## src/rtl/counter_arb_pkg.sv

```systemverilog
// Shared types and constants for the two-requester counter arbiter.
// Build option: define ARB_FIXED_PRIO_EN for fixed priority (requester 0 wins ties).
package counter_arb_pkg;

    localparam int   N_REQ    = 2;
    localparam logic DIR_UP   = 1'b1;
    localparam logic DIR_DOWN = 1'b0;

    typedef enum logic [1:0] {
        IDLE   = 2'd0,
        UPDATE = 2'd1,
        ACK    = 2'd2
    } state_e;

    // One-hot ack vector for the served requester.
    function automatic logic [N_REQ-1:0] ack_vec(input logic id);
        logic [N_REQ-1:0] v;
        v     = '0;
        v[id] = 1'b1;
        return v;
    endfunction

endpackage

```

## src/rtl/sat_updown_counter.sv

```systemverilog
// Saturating up/down counter over 0..MAXV; at_limit flags a step that would leave the range.
module sat_updown_counter
    import counter_arb_pkg::*;
#(
    parameter int WIDTH = 4,
    parameter int MAXV  = 7
) (
    input  logic             clk,
    input  logic             rst,
    input  logic             en,
    input  logic             up,
    output logic [WIDTH-1:0] count,
    output logic             at_limit
);

    localparam logic [WIDTH-1:0] MAX_VAL = WIDTH'(MAXV);
    localparam logic [WIDTH-1:0] STEP    = WIDTH'(1);

    logic [WIDTH-1:0] count_q;
    logic [WIDTH-1:0] count_d;

    assign at_limit = ((up == DIR_UP)   && (count_q == MAX_VAL)) ||
                      ((up == DIR_DOWN) && (count_q == '0));

    always_comb begin
        count_d = count_q;
        if (en && !at_limit) begin
            count_d = (up == DIR_UP) ? count_q + STEP : count_q - STEP;
        end
    end

    // NOTE: sequential state uses non-blocking assignments so every register samples pre-edge values.
    always_ff @(posedge clk) begin
        if (rst) begin
            count_q <= '0;
        end else begin
            count_q <= count_d;
        end
    end

    assign count = count_q;

endmodule

```

## src/rtl/counter_arbiter.sv

```systemverilog
// Arbitrates two requesters onto one saturating counter: IDLE -> UPDATE -> ACK per step.
// Build option: ARB_FIXED_PRIO_EN selects fixed priority instead of round-robin on ties.
module counter_arbiter
    import counter_arb_pkg::*;
#(
    parameter int WIDTH = 4,
    parameter int MAXV  = 7
) (
    input  logic             clk,
    input  logic             rst,
    input  logic [N_REQ-1:0] req,
    input  logic [N_REQ-1:0] dir,
    output logic [N_REQ-1:0] ack,
    output logic             err,
    output logic             grant_id,
    output logic [WIDTH-1:0] count,
    output logic             busy
);

    if (MAXV >= (2 ** WIDTH)) begin : g_bad_maxv
        $error("counter_arbiter: MAXV must be less than 2**WIDTH");
    end

    state_e           state_q;
    logic             grant_id_q;
    logic             grant_d;
    logic             dir_q;
    logic [N_REQ-1:0] ack_q;
    logic             err_q;
    logic             busy_q;
    logic             step_en;
    logic             at_limit;
`ifndef ARB_FIXED_PRIO_EN
    logic             last_grant_q;
`endif

    // Winner selection; only consumed in IDLE when some req is set.
    always_comb begin
        grant_d = grant_id_q;
        unique case (req)
            2'b01:   grant_d = 1'b0;
            2'b10:   grant_d = 1'b1;
`ifdef ARB_FIXED_PRIO_EN
            2'b11:   grant_d = 1'b0;
`else
            2'b11:   grant_d = ~last_grant_q;
`endif
            default: grant_d = grant_id_q;
        endcase
    end

    assign step_en = (state_q == UPDATE);

    sat_updown_counter #(
        .WIDTH (WIDTH),
        .MAXV  (MAXV)
    ) u_counter (
        .clk      (clk),
        .rst      (rst),
        .en       (step_en),
        .up       (dir_q),
        .count    (count),
        .at_limit (at_limit)
    );

    always_ff @(posedge clk) begin
        if (rst) begin
            state_q      <= IDLE;
            grant_id_q   <= 1'b0;
            dir_q        <= DIR_DOWN;
            ack_q        <= '0;
            err_q        <= 1'b0;
            busy_q       <= 1'b0;
`ifndef ARB_FIXED_PRIO_EN
            last_grant_q <= 1'b1;
`endif
        end else begin
            unique case (state_q)
                IDLE: begin
                    if (|req) begin
                        grant_id_q <= grant_d;
                        dir_q      <= dir[grant_d];
                        busy_q     <= 1'b1;
                        state_q    <= UPDATE;
                    end
                end
                UPDATE: begin
                    // The counter steps on this same edge; err reflects the pre-step limit check.
                    ack_q   <= ack_vec(grant_id_q);
                    err_q   <= at_limit;
                    state_q <= ACK;
                end
                ACK: begin
                    ack_q        <= '0;
                    err_q        <= 1'b0;
                    busy_q       <= 1'b0;
`ifndef ARB_FIXED_PRIO_EN
                    last_grant_q <= grant_id_q;
`endif
                    state_q      <= IDLE;
                end
                default: begin
                    ack_q   <= '0;
                    err_q   <= 1'b0;
                    busy_q  <= 1'b0;
                    state_q <= IDLE;
                end
            endcase
        end
    end

    assign ack      = ack_q;
    assign err      = err_q;
    assign grant_id = grant_id_q;
    assign busy     = busy_q;

endmodule

```

## config.mk

```make
export PLATFORM = sky130hd
export DESIGN_NAME = counter_arbiter
export DESIGN_NICKNAME = d
export VERILOG_FILES = /design/src/rtl/counter_arb_pkg.sv /design/src/rtl/sat_updown_counter.sv /design/src/rtl/counter_arbiter.sv
export SDC_FILE = /design/constraint.sdc
export NUM_CORES = 1
export LEC_CHECK = 0
export BUFFER_PORTS_ARGS = -buffer_cell sky130_fd_sc_hd__buf_2
export CORE_AREA = 2 2 39 41
export CTS_CLUSTER_SIZE = 10
export DETAILED_ROUTE_END_ITERATION = 8
export DIE_AREA = 0 0 41 43
export GPL_TIMING_DRIVEN = 0
export PLACE_DENSITY = 0.73
export SLEW_MARGIN = 40
export SYNTH_ARGS = -nofsm -noshare
export SYNTH_HDL_FRONTEND = slang
export SYNTH_SLANG_ARGS = --single-unit
```

## constraint.sdc

```tcl
create_clock -name clk -period 5.1 [get_ports clk]
set_clock_uncertainty 0.2 [all_clocks]
set_input_delay 0.51 -clock clk [delete_from_list [all_inputs] [get_ports clk]]
set_output_delay 0.51 -clock clk [all_outputs]
set_load 0.02 [all_outputs]
```

# After elaboration in Yosys (flattened, before gate mapping)
# Cells that the tools add are included.
[op_classes] addsub=2 magnitude_cmp=3 eq_ne=7 muxes=12 n_bitwise=3 n_reduce_logical=11
[ops] operator="2-bit one-hot mux with 2 select lines" n=2
[ops] operator="2-bit equality test (second input constant)" n=3
[ops] operator="4-bit by 1-bit adder with 4-bit output (second input constant)" n=1
[ops] operator="2-bit by 1-bit equality test with 1-bit output (second input constant)" n=2
[ops] operator="4-bit by 3-bit equality test with 1-bit output (second input constant)" n=1
[ops] operator="1-bit logical AND" n=4
[ops] operator="4-bit zero test" n=1
[ops] operator="1-bit by 2-bit < comparator with 1-bit output (second input constant)" n=2
[ops] operator="1-bit two-way mux" n=4
[ops] operator="4-bit two-way mux" n=1
[ops] operator="1-bit one-hot mux with 2 select lines" n=2
[ops] operator="2-bit AND reduction" n=2
[ops] operator="4-bit by 1-bit subtractor with 4-bit output (second input constant)" n=1
[ops] operator="1-bit NOT" n=3
[ops] operator="1-bit one-hot mux with 3 select lines" n=1
[ops] operator="2-bit zero test" n=1
[ops] operator="2-bit two-way mux" n=1
[ops] operator="2-bit inequality test (second input constant)" n=1
[ops] operator="2-bit OR reduction" n=1
[ops] operator="1-bit demux with 1-bit select" n=1
[ops] operator="1-bit >= comparator (second input constant)" n=1
[ops] operator="1-bit zero test" n=1
[ops] operator="1-bit logical OR" n=1
[word_totals] register_bits=13 out_inout_bits=9

# Logic depth before layout (Yosys ltp)
[logic_depth] depth_word=5 mapped_depth=6 mapped_depth_nobuf=6

# Cells and area by module
# A second synthesis with hierarchy kept.
[hier_totals] cells_unflattened=70 area_unflattened_um2=654.4
[modules_own_cells] module="counter_arbiter" instances=1 cells_each=40 area_each_um2=387.9
[modules_own_cells] module="sat_updown_counter" instances=1 cells_each=30 area_each_um2=266.5

# Worst setup path before layout
# No wires, ideal clock.
[synth_timing] kind="register to register" startpoint="register u_counter.count_q[1] (netlist: u_counter.count[1])" endpoint="register u_counter.count_q[3] (netlist: u_counter.count[3])" setup_ps=127 arrival_time_ps=1541 required_time_ps=4773 setup_slack_ps=3232 path_stages_with_launch=6 path_buffers=0 cell_sequence="dfxtp_1 > ha_1 > a21o_1 > a2111o_1 > o2111ai_1 > o41ai_1"
[synth_via] elab_chain_cells=5 word_cells_on_any_way=10 classes_between="add/sub (2); eq/ne (1); mux (1); reduce/logical (6)"
[synth_lines] element="start: declaration" line_no="sat_updown_counter.sv:19" text="logic [WIDTH-1:0] count_q;"
[synth_lines] element="start signal: assignment" line_no="sat_updown_counter.sv:37" text="count_q <= count_d;"
[synth_lines] element="branches (longest 5 deep; another with 4-bit by 1-bit subtractor with 4-bit output)"
# Parallel ways; which one is timed is not known.
# A chain may end at the register's enable or synchronous reset.

# Worst setup path after layout
[layout_timing] startpoint="register dir_q" endpoint="register u_counter.count_q[3] (netlist: u_counter.count[3])"
[layout_via] elab_chain_cells=5 word_cells_on_any_way=7 classes_between="mux (1); bitwise (1); reduce/logical (5)"
[layout_lines] element="start: declaration" line_no="counter_arbiter.sv:27" text="logic dir_q;"
[layout_lines] element="start signal: assignment" line_no="counter_arbiter.sv:82" text="dir_q <= dir[grant_d];"
[layout_lines] element="1-bit NOT" line_no="sat_updown_counter.sv:23" text="((up == DIR_DOWN) && (count_q == '0));"
[layout_lines] element="1-bit logical AND" line_no="sat_updown_counter.sv:23"
[layout_lines] element="1-bit logical OR" line_no="sat_updown_counter.sv:22" text="assign at_limit = ((up == DIR_UP) && (count_q == MAX_VAL)) ||"
[layout_lines] element="1-bit zero test" line_no="sat_updown_counter.sv:27" text="if (en && !at_limit) begin"
[layout_lines] element="1-bit logical AND" line_no="sat_updown_counter.sv:27"
# Several ways; a longest one is shown, not always the timed one.

==> results.cfg <==
[synthesis]
syn_nets = 77
syn_area_um2 = 641
ys_warn_count = 0
async_flop_share_pct = 0
synth_top_area_share_pct = 40.6
ys_ff_latch = 13
synth_edf_count = 0
synth_area_leaders = dfxtp_1 (41%), mux2i_1 (7.8%), a21oi_1 (3.9%)
avgSynthCellArea_um2 = 9.42
synth-main-ff-cell = dfxtp_1
seq_area_frac_synth_pct = 40.6
synth_area_leader_cell = dfxtp_1
synth_cells = 68
synth_cell_types = 31

[global_routing]
grt_pass1_wl_mm = 2.02
grt-ovfl-total = 0
grt_max_degree = 11
antenna_found_initial = 0
grt_usage_pct = 16.6
grt_pass1_vias = 497

[setup_path]
worst_ep_arrival_time_ns = 1.95
crit_type = flip-flop to flip-flop
reg2reg_to = u_counter.count[3]$_SDFFE_PP0P_
required_ns = 5.06
path_cells = inv_1 -> ha_1 -> a21o_1 -> a2111o_1 -> o2111ai_1 -> o41ai_1
startpoint_type = flip-flop
critPathTopFamily = compound AO/OA/AOI/OAI gates
critical_path_buf_inv_count = 1
max_stage_delay_ns = 0.47
timing.rr.start = dir_q$_SDFFE_PP0P_
slowest_stage = dfxtp_1
path_max_fanout = 7
r2r_cells = 6
cp-end-kind = flip-flop
r2r_slack_ns = 3.11

[clock_network]
cts_tree = done
cts.clk_slew.worst_paths_ns = 0.08
holdBufCountCts = 0
cts_made_buffers = 3
post-cts-setup-buffers = 0
cts_resized = 0
clockBufferDepth = 2
clkSinkCount = 13
clock_latency_ns = 0.27
ctsRootBufferMaster = clkbuf_4
cts-htree-levels = 1

[sta]
relSlewSlack_pct = 66.3
setup_violations = 0
max_freq_ghz = 0.502
slew_violations = 0
worst_pin_slew_ns = 0.501
min_period_ns = 1.99
finalSetupTns_ns = 0
fin_crit_sh_pct = 39.0
hold_violations = 0
rsz0062_at_grt = no
hold_slack_ns = 0.242

[die]
initial_utilization_pct = 46.3
ioPinCount = 15
die_w_um = 41
dieArea_mm2 = 0.00176
core-area_mm2 = 0.00138
die_y_um = 43
num_rows = 14

[hold_path]
hp-class = primary input to flip-flop
whs_path_depth = 2
hold_end = state_q[0]$_SDFFE_PP0P_
min_from = rst

[drt]
first_iter_violations = 9
drt-vias-per-instance = 5.57
dr.pass1.iters = 4
wl_per_cell_um = 12.3
route.vias.total = 568
wl_mm = 1.26
drcViolationCount = 0
ant_nets = 0

[place]
numPortBuffers = 14
dpl.hpwl_um = 920
gp_congestion = 0.693

[layout]
layout-drive-gt1-share_pct = 27.9
area_growth_pct = 18.2
antenna_cells = 0
fill_cells = 143
layout_common_cells = buf_2 (15), dfxtp_1 (13), inv_1 (6), nor2_1 (6)
final_common_cell = buf_2
nets = 96

[pwr]
pwr-share-comb_pct = 30.0
p_sw_share_pct = 33.0
p_leak_nw = 0.347
power_density_mw_per_mm2 = 350
clockPowerShare_pct = 23.7
pwr-share-seq_pct = 46.3
p_int_mw = 0.178
p_switching_mw = 0.0876
irDropWorstVdd_mv = 0.162
p_total_mw = 0.265

[run_status]
status = finished clean

[flow_run]
maxCapViolCount = 0
[per-stage QoR]
| stage | area (µm²) | setup WS (ns) | util [%] | cells |
|---|---|---|---|---|
| after floorplan | 641 | 3.23 | - | 68 |
| after global placement | 731 | 3.16 | 52.8 | 98 |
| after detailed placement | 731 | 3.13 | 52.8 | 98 |
| after CTS | 757 | 3.11 | 54.7 | 102 |
| after global routing | 757 | 3.01 | 54.7 | 102 |
| final | 757 | 3.11 | 54.7 | 102 |
[logic make-up after synthesis]
group                      synth area share, %
AOI/OAI and AO/OA                         18.4
and+or+nand+nor                           17.4
adders and majority gates                 7.03
muxes                                     7.81
buffers and inverters                     6.05
DFF                                       40.6
xor gates and xnor gates                  2.73
[area by class of cell]
cell class	instances	area (µm²)	area share, %
repair buffers	14	70.1	9.26
multi-input cells	47	342	45.1
flip-flops and latches	13	260	34.4
well taps	16	20.0	2.64
plain buffers	2	16.3	2.15
inverters	6	22.5	2.98
clock buffers	4	26.3	3.47
[synth_stat cells (2+ instances only)]
master / number
nor2_1: 6
nand3_1: 2
inv_1: 6
dfxtp_1: 13
ha_1: 2
a21o_1: 2
xnor2_1: 2
mux2i_1: 5
a21oi_1: 5
nor3_1: 3
nand2b_1: 2
[worst register-to-register path, cell delays in order, from the launching register on]
cell and delay [ns]:
dfxtp_1 0.47, inv_1 0.14, ha_1 0.29, a21o_1 0.19, a2111o_1 0.40, o2111ai_1 0.10
o41ai_1 0.09
[sequential cells by signal, summed over array words and instances (netlist names)]
register,cells
u_counter.count,4
busy,1
grant_id,1
last_grant_q,1
state_q,2
dir_q,1
err,1
ack,2
[layer usage]
layer / share of wire [%] / wire (µm) / vias to the layer above / global-route usage, %
met1: 47 / 596 / 263 / 21.8
li1: - / - / 284 / -
met5: 0 / 0 / - / 0
met2: 47 / 587 / 16 / 25.9
met4: 1.1 / 14 / 0 / 6.00
met3: 4.7 / 59 / 5 / 3.14
[worst max-delay path by stage]
stage          depth (start not counted)  slack, ns                       startpoint                               to
2_1_floorplan                          5       3.23  u_counter.count[1]$_SDFFE_PP0P_  u_counter.count[3]$_SDFFE_PP0P_
3_3_place_gp                           6       3.16               dir_q$_SDFFE_PP0P_  u_counter.count[3]$_SDFFE_PP0P_
3_5_place_dp                           6       3.13               dir_q$_SDFFE_PP0P_  u_counter.count[3]$_SDFFE_PP0P_
4_1_cts                                6       3.11               dir_q$_SDFFE_PP0P_  u_counter.count[3]$_SDFFE_PP0P_
5_1_grt                                6       3.01               dir_q$_SDFFE_PP0P_  u_counter.count[3]$_SDFFE_PP0P_
6_report                               6       3.11               dir_q$_SDFFE_PP0P_  u_counter.count[3]$_SDFFE_PP0P_
[power by group through the flow]
stage | Combinational, mW | Sequential [mW] | Clock, mW
after global placement | 0.0771 | 0.125 | 0
after CTS | 0.0800 | 0.123 | 0.0642
after detailed placement | 0.0797 | 0.125 | 0
after global routing | 0.0885 | 0.125 | 0.0693
after floorplan | 0.0528 | 0.132 | 0
final | 0.0795 | 0.123 | 0.0628
No activity file was read; power rests on OpenSTA's default activity.
